==> src/rtl/ps2_pkg.sv <==
// Shared PS/2 definitions: host transmit states, frame geometry, command bytes.
package ps2_pkg;

  typedef enum logic [2:0] {
    IDLE,
    INHIBIT,
    REQ,
    SEND,
    ACK,
    WAIT_IDLE
  } ps2_state_t;

  localparam int unsigned PS2_FRAME_BITS = 11;
  localparam int unsigned PS2_STOP_IDX   = 10;

  localparam logic [7:0] PS2_CMD_SET_LED = 8'hED;
  localparam logic [7:0] PS2_CMD_RESET   = 8'hFF;

  // Host-to-device frame, index 0 goes out first: start 0, data LSB first,
  // odd parity, stop 1.
  function automatic logic [PS2_FRAME_BITS-1:0] ps2_frame(input logic [7:0] b);
    return {1'b1, ~^b, b, 1'b0};
  endfunction

endpackage

==> src/rtl/ps2_sync_edge.sv <==
// Two-flop synchronizers for the PS/2 clock and data pads plus a falling-edge
// detector on the synchronized clock. Shared with the receive path.
module ps2_sync_edge (
  input  logic clk,
  input  logic rst,
  input  logic ps2c,
  input  logic ps2d,
  output logic ps2c_s,
  output logic ps2d_s,
  output logic fe
);

  logic [1:0] c_sync;
  logic [1:0] d_sync;
  logic       c_prev;

  // Resynchronize both pads; flops start high (idle bus) so no edge fires out of reset.
  always_ff @(posedge clk or negedge rst) begin
    if (!rst) begin
      c_sync <= '1;
      d_sync <= '1;
      c_prev <= 1'b1;
    end else begin
      c_sync <= {c_sync[0], ps2c};
      d_sync <= {d_sync[0], ps2d};
      c_prev <= c_sync[1];
    end
  end

  assign ps2c_s = c_sync[1];
  assign ps2d_s = d_sync[1];
  assign fe     = c_prev & ~c_sync[1];

endmodule

==> src/rtl/ps2_host_tx.sv <==
// PS/2 host-to-device transmitter: inhibit, request-to-send, clock out one
// command frame on device clock edges, then check the device ACK.
module ps2_host_tx
  import ps2_pkg::*;
#(
  parameter int unsigned INHIBIT_CYCLES = 10000,
  parameter int unsigned REQ_CYCLES     = 200,
  parameter int unsigned TIMEOUT_CYCLES = 2000000
) (
  input  logic       clk,
  input  logic       rst,
  input  logic       start,
  input  logic [7:0] din,
  input  logic       ps2c,
  input  logic       ps2d,
  output logic       ps2c_oe,
  output logic       ps2d_oe,
  output logic       busy,
  output logic       done,
  output logic       err
);

  ps2_state_t                state;
  logic [PS2_FRAME_BITS-1:0] frame;
  logic [3:0]                bit_cnt;
  logic [3:0]                next_bit;
  logic [31:0]               cnt;
  logic                      timeout_hit;
  logic                      ps2c_s;
  logic                      ps2d_s;
  logic                      fe;

  ps2_sync_edge u_sync (
    .clk    (clk),
    .rst    (rst),
    .ps2c   (ps2c),
    .ps2d   (ps2d),
    .ps2c_s (ps2c_s),
    .ps2d_s (ps2d_s),
    .fe     (fe)
  );

  assign next_bit    = bit_cnt + 4'd1;
  assign timeout_hit = (cnt == TIMEOUT_CYCLES - 1);

  // Transmit sequencer; one counter serves the inhibit/request phases and the
  // inter-edge timeout. Line enables are registered so the pads never glitch.
  always_ff @(posedge clk or negedge rst) begin
    if (!rst) begin
      state   <= IDLE;
      frame   <= '0;
      bit_cnt <= '0;
      cnt     <= '0;
      ps2c_oe <= 1'b0;
      ps2d_oe <= 1'b0;
      busy    <= 1'b0;
      done    <= 1'b0;
      err     <= 1'b0;
    end else begin
      done <= 1'b0;
      err  <= 1'b0;
      unique case (state)
        IDLE: begin
          ps2c_oe <= 1'b0;
          ps2d_oe <= 1'b0;
          busy    <= 1'b0;
          if (start) begin
            frame   <= ps2_frame(din);
            cnt     <= '0;
            ps2c_oe <= 1'b1;
            busy    <= 1'b1;
            state   <= INHIBIT;
          end
        end
        INHIBIT: begin
          if (cnt == INHIBIT_CYCLES - 1) begin
            cnt     <= '0;
            ps2d_oe <= 1'b1;
            state   <= REQ;
          end else begin
            cnt <= cnt + 32'd1;
          end
        end
        REQ: begin
          if (cnt == REQ_CYCLES - 1) begin
            cnt     <= '0;
            bit_cnt <= '0;
            ps2c_oe <= 1'b0;
            ps2d_oe <= ~frame[0];
            state   <= SEND;
          end else begin
            cnt <= cnt + 32'd1;
          end
        end
        SEND: begin
          // Advance on the device falling edge so the new bit settles while
          // the device clock is low; the stop bit releases the data line.
          if (fe) begin
            cnt     <= '0;
            bit_cnt <= next_bit;
            ps2d_oe <= ~frame[next_bit];
            if (next_bit == 4'(PS2_STOP_IDX)) state <= ACK;
          end else if (timeout_hit) begin
            err     <= 1'b1;
            ps2d_oe <= 1'b0;
            state   <= IDLE;
          end else begin
            cnt <= cnt + 32'd1;
          end
        end
        ACK: begin
          if (fe) begin
            cnt <= '0;
            if (!ps2d_s) begin
              state <= WAIT_IDLE;
            end else begin
              err   <= 1'b1;
              state <= IDLE;
            end
          end else if (timeout_hit) begin
            err   <= 1'b1;
            state <= IDLE;
          end else begin
            cnt <= cnt + 32'd1;
          end
        end
        WAIT_IDLE: begin
          if (ps2c_s && ps2d_s) begin
            done  <= 1'b1;
            state <= IDLE;
          end else if (fe) begin
            cnt <= '0;
          end else if (timeout_hit) begin
            err   <= 1'b1;
            state <= IDLE;
          end else begin
            cnt <= cnt + 32'd1;
          end
        end
        default: begin
          ps2c_oe <= 1'b0;
          ps2d_oe <= 1'b0;
          state   <= IDLE;
        end
      endcase
    end
  end

endmodule

==> config.mk <==
export PLATFORM = sky130hd
export DESIGN_NAME = ps2_host_tx
export DESIGN_NICKNAME = d
export VERILOG_FILES = /design/src/rtl/ps2_pkg.sv /design/src/rtl/ps2_sync_edge.sv /design/src/rtl/ps2_host_tx.sv
export SDC_FILE = /design/constraint.sdc
export NUM_CORES = 1
export LEC_CHECK = 0
export BUFFER_PORTS_ARGS = -buffer_cell sky130_fd_sc_hd__clkbuf_2
export CAP_MARGIN = 40
export CORE_MARGIN = 3
export CORE_UTILIZATION = 65
export CTS_BUF_LIST = sky130_fd_sc_hd__clkbuf_4 sky130_fd_sc_hd__clkbuf_8 sky130_fd_sc_hd__clkbuf_16
export DETAILED_ROUTE_END_ITERATION = 7
export GPL_TIMING_DRIVEN = 0
export PLACE_DENSITY = 0.84
export SLEW_MARGIN = 5
export SYNTH_ARGS = -nofsm -noshare
export SYNTH_HDL_FRONTEND = slang
export SYNTH_SLANG_ARGS = --single-unit
export TNS_END_PERCENT = 100
==> constraint.sdc <==
create_clock -name clk -period 6.31 [get_ports clk]
set_input_delay 0.3155 -clock clk [delete_from_list [all_inputs] [get_ports clk]]
set_output_delay 0.3155 -clock clk [all_outputs]
set_load 0.005 [all_outputs]
==> impl_metrics.ini, run 1 <==
[flow_run]
cap_violations = 0

[detailed_routing]
viasPerCell = 6.77
drc = 0
first_pass_iters = 5
drt_iter0_drc = 412
ant_nets = 0
post_drt_wl_per_cell_um = 17.9
via_count = 3316
routed_wirelength_um = 8780

[run_status]
status = complete, no violations

[timing]
setup_viol = 0
finalClockSkew_ps = 10.3
finalHoldViolCount = 0
fin_crit_sh_pct = 50.1
rsz0062_at_grt = no
relSlewSlack_pct = 45.4
tightest_slew_ps = 812
clock.fmax_mhz = 316
maxSlewViolCount = 0
tns_ps = 0
period_minus_slack_ps = 3160

[yosys]
netlist_area_um2 = 3530
async_reset_ff_share_pct = 100
yosysMostFrequentCell = dfrtp_1
syn_inst = 386
synth_top_area_cell = dfrtp_1
synth-edff-count = 0
syn_nets = 402
ys_warn_count = 0
yosys.area.top_type_share_pct = 38.3
ys_ff_latch = 59
syn_area_per_cell_um2 = 9.14
synthDistinctLibCells = 59
synth_seq_area_share_pct = 42.0
ys_top_cells_by_count = dfrtp_1, nand2_1, nor2_1
ys_top_cells_by_area = dfrtp_1, nand2_1, dfstp_2
synthFlopType = dfrtp_1

[critical_path]
r2r-end = cnt[27]
crit_required_ps = 6520
reg2reg_depth = 8
critPathMaxStageDelay_ps = 650
crit_start = cnt[0]
critical_path_peak_fanout = 10
endpoint_kind = flop
crit_top_cell = nand3_1
regToRegStartpoint = cnt[0]
critical_path_cell_count = 8
cp_cell_sequence = ha_1 > nand3_1 > nor4_1 > o22a_1 > nand3_1 > clkbuf_1 > nand2_1 > o31ai_1
critical_path.top_delay_family = simple AND/OR/NAND/NOR gates
cp.arrival_ps = 3370
startpoint_type = flop
crit_slowest_cell = nor4_1
cp_num_buf_inv = 1
endpoint = cnt[27]
rrSetupSlack_ps = 3150
path_class = flop to flop

[die]
die_w_um = 79.7
core_area_um2 = 5170
die_y_um = 79.7
die-area_um2 = 6350
pin_count = 18
start_util_pct = 68.2
num_rows = 26

[cts]
cts.sinks = 59
cts_buffers = 9
htree_levels = 3
cts_tree = done
clockBufferDepth = 2
ctsResizeCount = 0
cts_setup_buffers = 0
holdBufCountCts = 0
root_buffer = clkbuf_8
clk_latency_ps = 340
clk_pin_slew_ps = 60

[final_layout]
design_area_um2 = 3890
antenna_cells = 0
nets = 431
area_growth_pct = 10.3
drive_gt1_share_pct = 16.7

[pwr]
peakVddDrop_v = 0.000342
p_leak_nw = 1.67
p_per_area_nw_per_um2 = 407

[global_routing]
grt_max_degree = 60
antenna_found_initial = 0
grt_use_total_pct = 30.2
grt_pass1_wl_um = 14900
grt_pass1_vias = 3133
gr-total-overflow = 0

[placement]
dp_hpwl_um = 5940
port_buffers = 17
place_congestion = 0.894
dpl_cell_area_um2 = 3710

[hold_path]
hp-class = input pin to flop
[power breakdown]
group	internal (mW)	switching (mW)	total, mW	leakage [nW]
logic	0.313	0.444	0.757	0.802
clock network	0.176	0.146	0.322	0.101
registers	0.447	0.0561	0.504	0.767
total	0.936	0.646	1.58	1.67
[metrics by stage]
step	instances	util [%]	hold slack, ps	setup WS [ps]	power, mW
finish	490	75.2	54.8	3150	1.58
CTS	490	75.2	49.7	3230	1.57
global route	490	75.2	37.5	2990	1.68
detailed placement	474	71.7	354	3300	1.24
floorplan	386	-	19.9	3960	1.05
global placement	473	71.5	346	3340	1.21
[flip-flops by register name, summed over array words and instances, names as in the netlist]
register / cells
u_sync.c_prev: 1
ps2c_oe: 1
u_sync.d_sync: 2
done: 1
cnt: 32
state: 3
u_sync.c_sync: 2
err: 1
frame: 10
bit_cnt: 4
ps2d_oe: 1
busy: 1
[cell usage in the layout (no fill, tap or decap), drive strengths merged, types with 12 or more instances in the layout]
cell / count
clkbuf: 43
nand2: 37
a22o: 14
a21oi: 12
mux2: 12
dfrtp: 54
o21ai: 32
nor2: 32
nand3: 22
[worst reg2reg max path, stage by stage, from the launching register on]
cell and delay (ps):
dfrtp_1 420, ha_1 240, nand3_1 320, nor4_1 650
o22a_1 290, nand3_1 270, clkbuf_1 350, nand2_1 360
o31ai_1 130
[logic make-up after synthesis]
group,Yosys count,share of synthesized area [%]
flops,59,42.0
compound gates,109,21.1
fa+ha+maj,3,1.06
buf+inv,30,4.01
mux,16,5.68
xor+xnor,10,2.48
simple gates,159,23.7
[metal layers]
metal	part of all wire, %	vias up	track usage [%]
li1	-	1508	-
met1	41	1590	41.1
met2	47	195	45.5
met3	10	23	7.45
met4	2.1	0	13.4
met5	0	-	0
[how the worst min path moves through the flow]
stage                      from  slack, ps               end  cells after the start
2_1_floorplan               rst         20        bit_cnt[0]                      0
5_1_grt                    ps2d         40  u_sync.d_sync[0]                      1
4_1_cts                    ps2c         50  u_sync.c_sync[0]                      1
3_5_place_dp   u_sync.d_sync[0]        350  u_sync.d_sync[1]                      0
3_3_place_gp   u_sync.c_sync[0]        350  u_sync.c_sync[1]                      0
6_report                   ps2c         50  u_sync.c_sync[0]                      1
[cell type report]
type | instances | area (µm²)
multi-input combinational | 297 | 1900
sequential | 59 | 1480
fill | 375 | 1280
clock buffer | 14 | 174
buffer | 22 | 111
timing repair buffer | 18 | 92.6
tap | 70 | 87.6
inverter | 8 | 30.0
clock inverter | 2 | 10.0
(Power assumes the default switching activity.)
==> run 2: changes to the inputs <==
--- a/config.mk
+++ b/config.mk
@@ -8,11 +8,11 @@
 export BUFFER_PORTS_ARGS = -buffer_cell sky130_fd_sc_hd__clkbuf_2
 export CAP_MARGIN = 40
 export CORE_MARGIN = 3
-export CORE_UTILIZATION = 65
+export CORE_UTILIZATION = 61
 export CTS_BUF_LIST = sky130_fd_sc_hd__clkbuf_4 sky130_fd_sc_hd__clkbuf_8 sky130_fd_sc_hd__clkbuf_16
 export DETAILED_ROUTE_END_ITERATION = 7
 export GPL_TIMING_DRIVEN = 0
-export PLACE_DENSITY = 0.84
+export PLACE_DENSITY = 0.79
 export SLEW_MARGIN = 5
 export SYNTH_ARGS = -nofsm -noshare
 export SYNTH_HDL_FRONTEND = slang
==> constraint.sdc (replaced) <==
create_clock -name clk -period 3.25 [get_ports clk]
set_input_delay 0.1625 -clock clk [delete_from_list [all_inputs] [get_ports clk]]
set_output_delay 0.1625 -clock clk [all_outputs]
set_load 0.005 [all_outputs]
==> impl_metrics.ini, run 2 (same netlist as run 1, synthesis figures left out) <==
[run_status]
status = complete, no violations

[die]
pin_count = 18
num_rows = 27
die_w_um = 82.0
die-area_um2 = 6730
die_y_um = 82.0
core_area_um2 = 5540
start_util_pct = 63.7

[critical_path]
critical_path.top_delay_family = simple AND/OR/NAND/NOR gates
critical_path_peak_fanout = 10
cp.arrival_ps = 3230
crit_required_ps = 3460
rrSetupSlack_ps = 230
cp_cell_sequence = ha_1 > nand3_1 > nor4_2 > o22a_1 > nand3_1 > clkbuf_1 > nand2_1 > o21ai_0
critPathMaxStageDelay_ps = 540
r2r-end = cnt[0]
regToRegStartpoint = cnt[0]
path_class = flop to flop
startpoint_type = flop
endpoint_kind = flop
crit_slowest_cell = nor4_2
crit_top_cell = nand3_1
reg2reg_depth = 8
cp_num_buf_inv = 1

[placement]
port_buffers = 17
dp.cells = 476
dpl_cell_area_um2 = 3720
place_congestion = 0.866
dp_hpwl_um = 5740

[final_layout]
utilization_pct = 71.4
antenna_cells = 0
drive_gt1_share_pct = 16.8
final_cells = 495
design_area_um2 = 3960
largest_register_ffs = 32
final_common_cell = dfrtp_1
area_growth_pct = 12.1
final_cell_mix = dfrtp_1, nand2_1, nor2_1
top_register = cnt
fill_cells = 437
nets = 434
top_regs = cnt (32), frame (10), bit_cnt (4)

[global_routing]
grt_pass1_wl_um = 14200
grt_pass1_vias = 2958
gr-total-overflow = 0
grt_max_degree = 60
antenna_found_initial = 0
grt_use_total_pct = 27.6

[cts]
root_buffer = clkbuf_8
cts_buffers = 9
clockBufferDepth = 2
clk_latency_ps = 340
cts_tree = done
htree_levels = 3
clk_pin_slew_ps = 70
cts.sinks = 59

[timing]
rsz0062_at_grt = no
finalClockSkew_ps = 6.81
maxSlewViolCount = 0
period_minus_slack_ps = 3020
finalHoldViolCount = 0
setup_viol = 0
clock.fmax_mhz = 331
tightest_slew_ps = 803
tns_ps = 0
fin_crit_sh_pct = 93.0
relSlewSlack_pct = 46.5

[detailed_routing]
post_drt_wl_per_cell_um = 17.3
ant_nets = 0
drt_iter0_drc = 394
viasPerCell = 6.57
via_count = 3253
first_pass_iters = 6
routed_wirelength_um = 8580
drc = 0

[hold_path]
min_from = din[0]
hp-class = input pin to flop
hold_path_depth = 2
hold_end = frame[1]

[pwr]
peakVddDrop_v = 0.000435
finalPower_mw = 3.14
p_leak_nw = 1.69
p_per_area_nw_per_um2 = 794

[flow_run]
cap_violations = 0
[run 2: cell types whose count changed in the layout (fill, tap and decap cells not counted)]
cell and change:
clkinv_2 -1, clkdlybuf4s15_2 +1, nor4_1 -1, buf_2 -1, nor4_2 +1, bufinv_16 +1
clkbuf_8 -1, dlygate4sd3_1 +3, clkbuf_4 +1
[run 2: area by class of cell]
type / count / area [µm²] / area share (%)
Clock inverter: 2 / 35.0 / 0.886
Buffer: 22 / 111 / 2.82
Multi-Input combinational cell: 297 / 1910 / 48.3
Clock buffer: 14 / 168 / 4.24
Tap cell: 72 / 90.1 / 2.28
Timing Repair Buffer: 21 / 129 / 3.26
Sequential cell: 59 / 1480 / 37.5
Inverter: 8 / 30.0 / 0.759
[run 2: worst max path at each step]
stage / depth (start not counted) / end / slack (ps) / startpoint
6_report: 8 / cnt[0] / 230 / cnt[0]
5_1_grt: 8 / cnt[0] / 130 / cnt[0]
4_1_cts: 8 / cnt[0] / 160 / cnt[0]
3_5_place_dp: 8 / cnt[0] / 180 / cnt[0]
3_3_place_gp: 8 / cnt[27] / 260 / cnt[0]
2_1_floorplan: 7 / ps2d_oe / 900 / cnt[0]
[run 2: stage by stage]
stage	setup slack, ps	hold WS (ps)
2_1_floorplan	905	-133
3_3_place_gp	262	250
3_5_place_dp	185	251
4_1_cts	158	80.4
5_1_grt	129	90.5
6_report	228	85.5
[run 2: repair_timing]
item | CTS | global route
hold endpoints to repair | 56 | 0
endpoints found under the setup margin | 0 | 10
hold buffers | 3 | 0
buffers inserted | 0 | 0
gates resized for setup | 0 | 1
[run 2: report_power, final]
part / total (mW) / leakage (nW) / internal (mW) / switching [mW]
clock: 0.701 / 0.108 / 0.409 / 0.292
combinational: 1.47 / 0.813 / 0.609 / 0.862
sequential: 0.970 / 0.767 / 0.868 / 0.101
total: 3.14 / 1.69 / 1.89 / 1.26
[run 2: layer usage]
| layer | up-vias | GRT usage, % | part of all wire [%] |
|---|---|---|---|
| met5 | - | 0 | 0 |
| met4 | 0 | 11.0 | 2.2 |
| met3 | 23 | 5.15 | 6.2 |
| met2 | 143 | 41.5 | 45 |
| met1 | 1580 | 39.4 | 46 |
| li1 | 1507 | - | - |
==> run 3: changes to the inputs <==
--- a/config.mk
+++ b/config.mk
@@ -11,8 +11,7 @@
 export CORE_UTILIZATION = 61
 export CTS_BUF_LIST = sky130_fd_sc_hd__clkbuf_4 sky130_fd_sc_hd__clkbuf_8 sky130_fd_sc_hd__clkbuf_16
 export DETAILED_ROUTE_END_ITERATION = 7
-export GPL_TIMING_DRIVEN = 0
-export PLACE_DENSITY = 0.79
+export PLACE_DENSITY = 0.89
 export SLEW_MARGIN = 5
 export SYNTH_ARGS = -nofsm -noshare
 export SYNTH_HDL_FRONTEND = slang
==> impl_metrics.ini, run 3 (same netlist as run 1, synthesis figures left out) <==
[detailed_routing]
post_drt_wl_per_cell_um = 17.6
viasPerCell = 6.67
routed_wirelength_um = 8530
via_count = 3228
first_pass_iters = 7
ant_nets = 0
drt_iter0_drc = 388
drc = 0

[timing]
finalHoldViolCount = 0
fin_crit_sh_pct = 82.6
tightest_slew_ps = 669
maxSlewViolCount = 0
finalClockSkew_ps = 6.95
tns_ps = 0
setup_viol = 0
relSlewSlack_pct = 55.0
period_minus_slack_ps = 2680
rsz0062_at_grt = no
clock.fmax_mhz = 373

[final_layout]
nets = 423
final_common_cell = dfrtp_1
design_area_um2 = 3940
top_register = cnt
drive_gt1_share_pct = 18.0
largest_register_ffs = 32
utilization_pct = 71.1
final_cell_mix = dfrtp_1, nand2_1, nor2_1
antenna_cells = 0
top_regs = cnt (32), frame (10), bit_cnt (4)
area_growth_pct = 11.6

[cts]
cts_tree = done
cts.sinks = 59
clockBufferDepth = 2
cts_setup_buffers = 0
cts_buffers = 9
clk_latency_ps = 350
htree_levels = 3
clk_pin_slew_ps = 70
root_buffer = clkbuf_8

[critical_path]
crit_start = state[0]
r2r-end = cnt[11]
cp.arrival_ps = 2950
crit_required_ps = 3520
reg2reg_depth = 7
regToRegStartpoint = state[0]
rrSetupSlack_ps = 570
path_class = flop to flop
startpoint_type = flop
critical_path_peak_fanout = 19
endpoint = cnt[11]
endpoint_kind = flop

[flow_run]
cap_violations = 0

[die]
pin_count = 18
num_rows = 27
start_util_pct = 63.7
die_w_um = 82.0
core_area_um2 = 5540
die_y_um = 82.0
die-area_um2 = 6730

[placement]
dpl_cell_area_um2 = 3680
place_congestion = 0.940
dp_hpwl_um = 5920
port_buffers = 17

[pwr]
p_leak_nw = 1.70
p_per_area_nw_per_um2 = 799
peakVddDrop_v = 0.000553

[global_routing]
use_met3_pct = 3.95
grt-busiest-layer = met2
grtUsageMet1_pct = 39.2
gr-total-overflow = 0
antenna_found_initial = 0
grt_use_total_pct = 28.4
use_met2_pct = 43.8
grt_max_degree = 24
grt_pass1_vias = 2986
grt_pass1_wl_um = 14400

[hold_path]
hold_path_depth = 2
hp-class = input pin to flop

[run_status]
status = complete, no violations
run 3: layer usage:
metal	part of all wire, %	vias up
met4	2.9	0
li1	-	1492
met3	7.7	32
met2	47	181
met5	0	-
met1	42	1523
run 3: repair_timing:
item / 4_1_cts / 5_1_grt
gates resized for setup: 0 / 0
hold buffers: 3 / 0
endpoints found under the hold margin: 15 / 0
run 3: final cells by class:
| cell class | instances | area (µm²) |
|---|---|---|
| inverters | 8 | 30.0 |
| multi-input cells | 297 | 1900 |
| clock inverters | 5 | 75.1 |
| repair buffers | 32 | 205 |
| clock buffers | 11 | 151 |
| flip-flops and latches | 59 | 1480 |
| fillers | 403 | 1600 |
| well taps | 72 | 90.1 |
run 3: worst min path at each step:
stage,startpoint,endpoint
floorplan,rst,bit_cnt[0]
global placement,rst,cnt[21]
detailed placement,rst,cnt[16]
CTS,din[6],frame[7]
global route,din[7],frame[8]
finish,din[6],frame[7]
run 3: per-stage QoR:
| step | std cells | setup slack [ps] | hold slack, ps | power, mW |
|---|---|---|---|---|
| finish | 484 | 566 | 64.9 | 3.14 |
| global route | 484 | 436 | 76.0 | 3.32 |
| CTS | 484 | 602 | 68.1 | 3.12 |
| detailed placement | 465 | 639 | 99.7 | 2.34 |
| global placement | 465 | 691 | 101 | 2.27 |
| floorplan | 386 | 905 | -133 | 2.05 |
run 3: worst max-delay path, cell delays in order (launching register included):
cell and delay, ps:
dfrtp_1 600, and3b_1 320, o21ai_1 320, nor4_2 80, or2_2 420, buf_4 250, or4_1 500, o21ai_1 100
run 3: report_power, final:
part           leakage [nW]  internal (mW)  total, mW  switching (mW)
Combinational         0.814          0.573       1.33           0.756
Sequential            0.767          0.867       1.04           0.176
Clock                 0.119          0.469      0.772           0.302
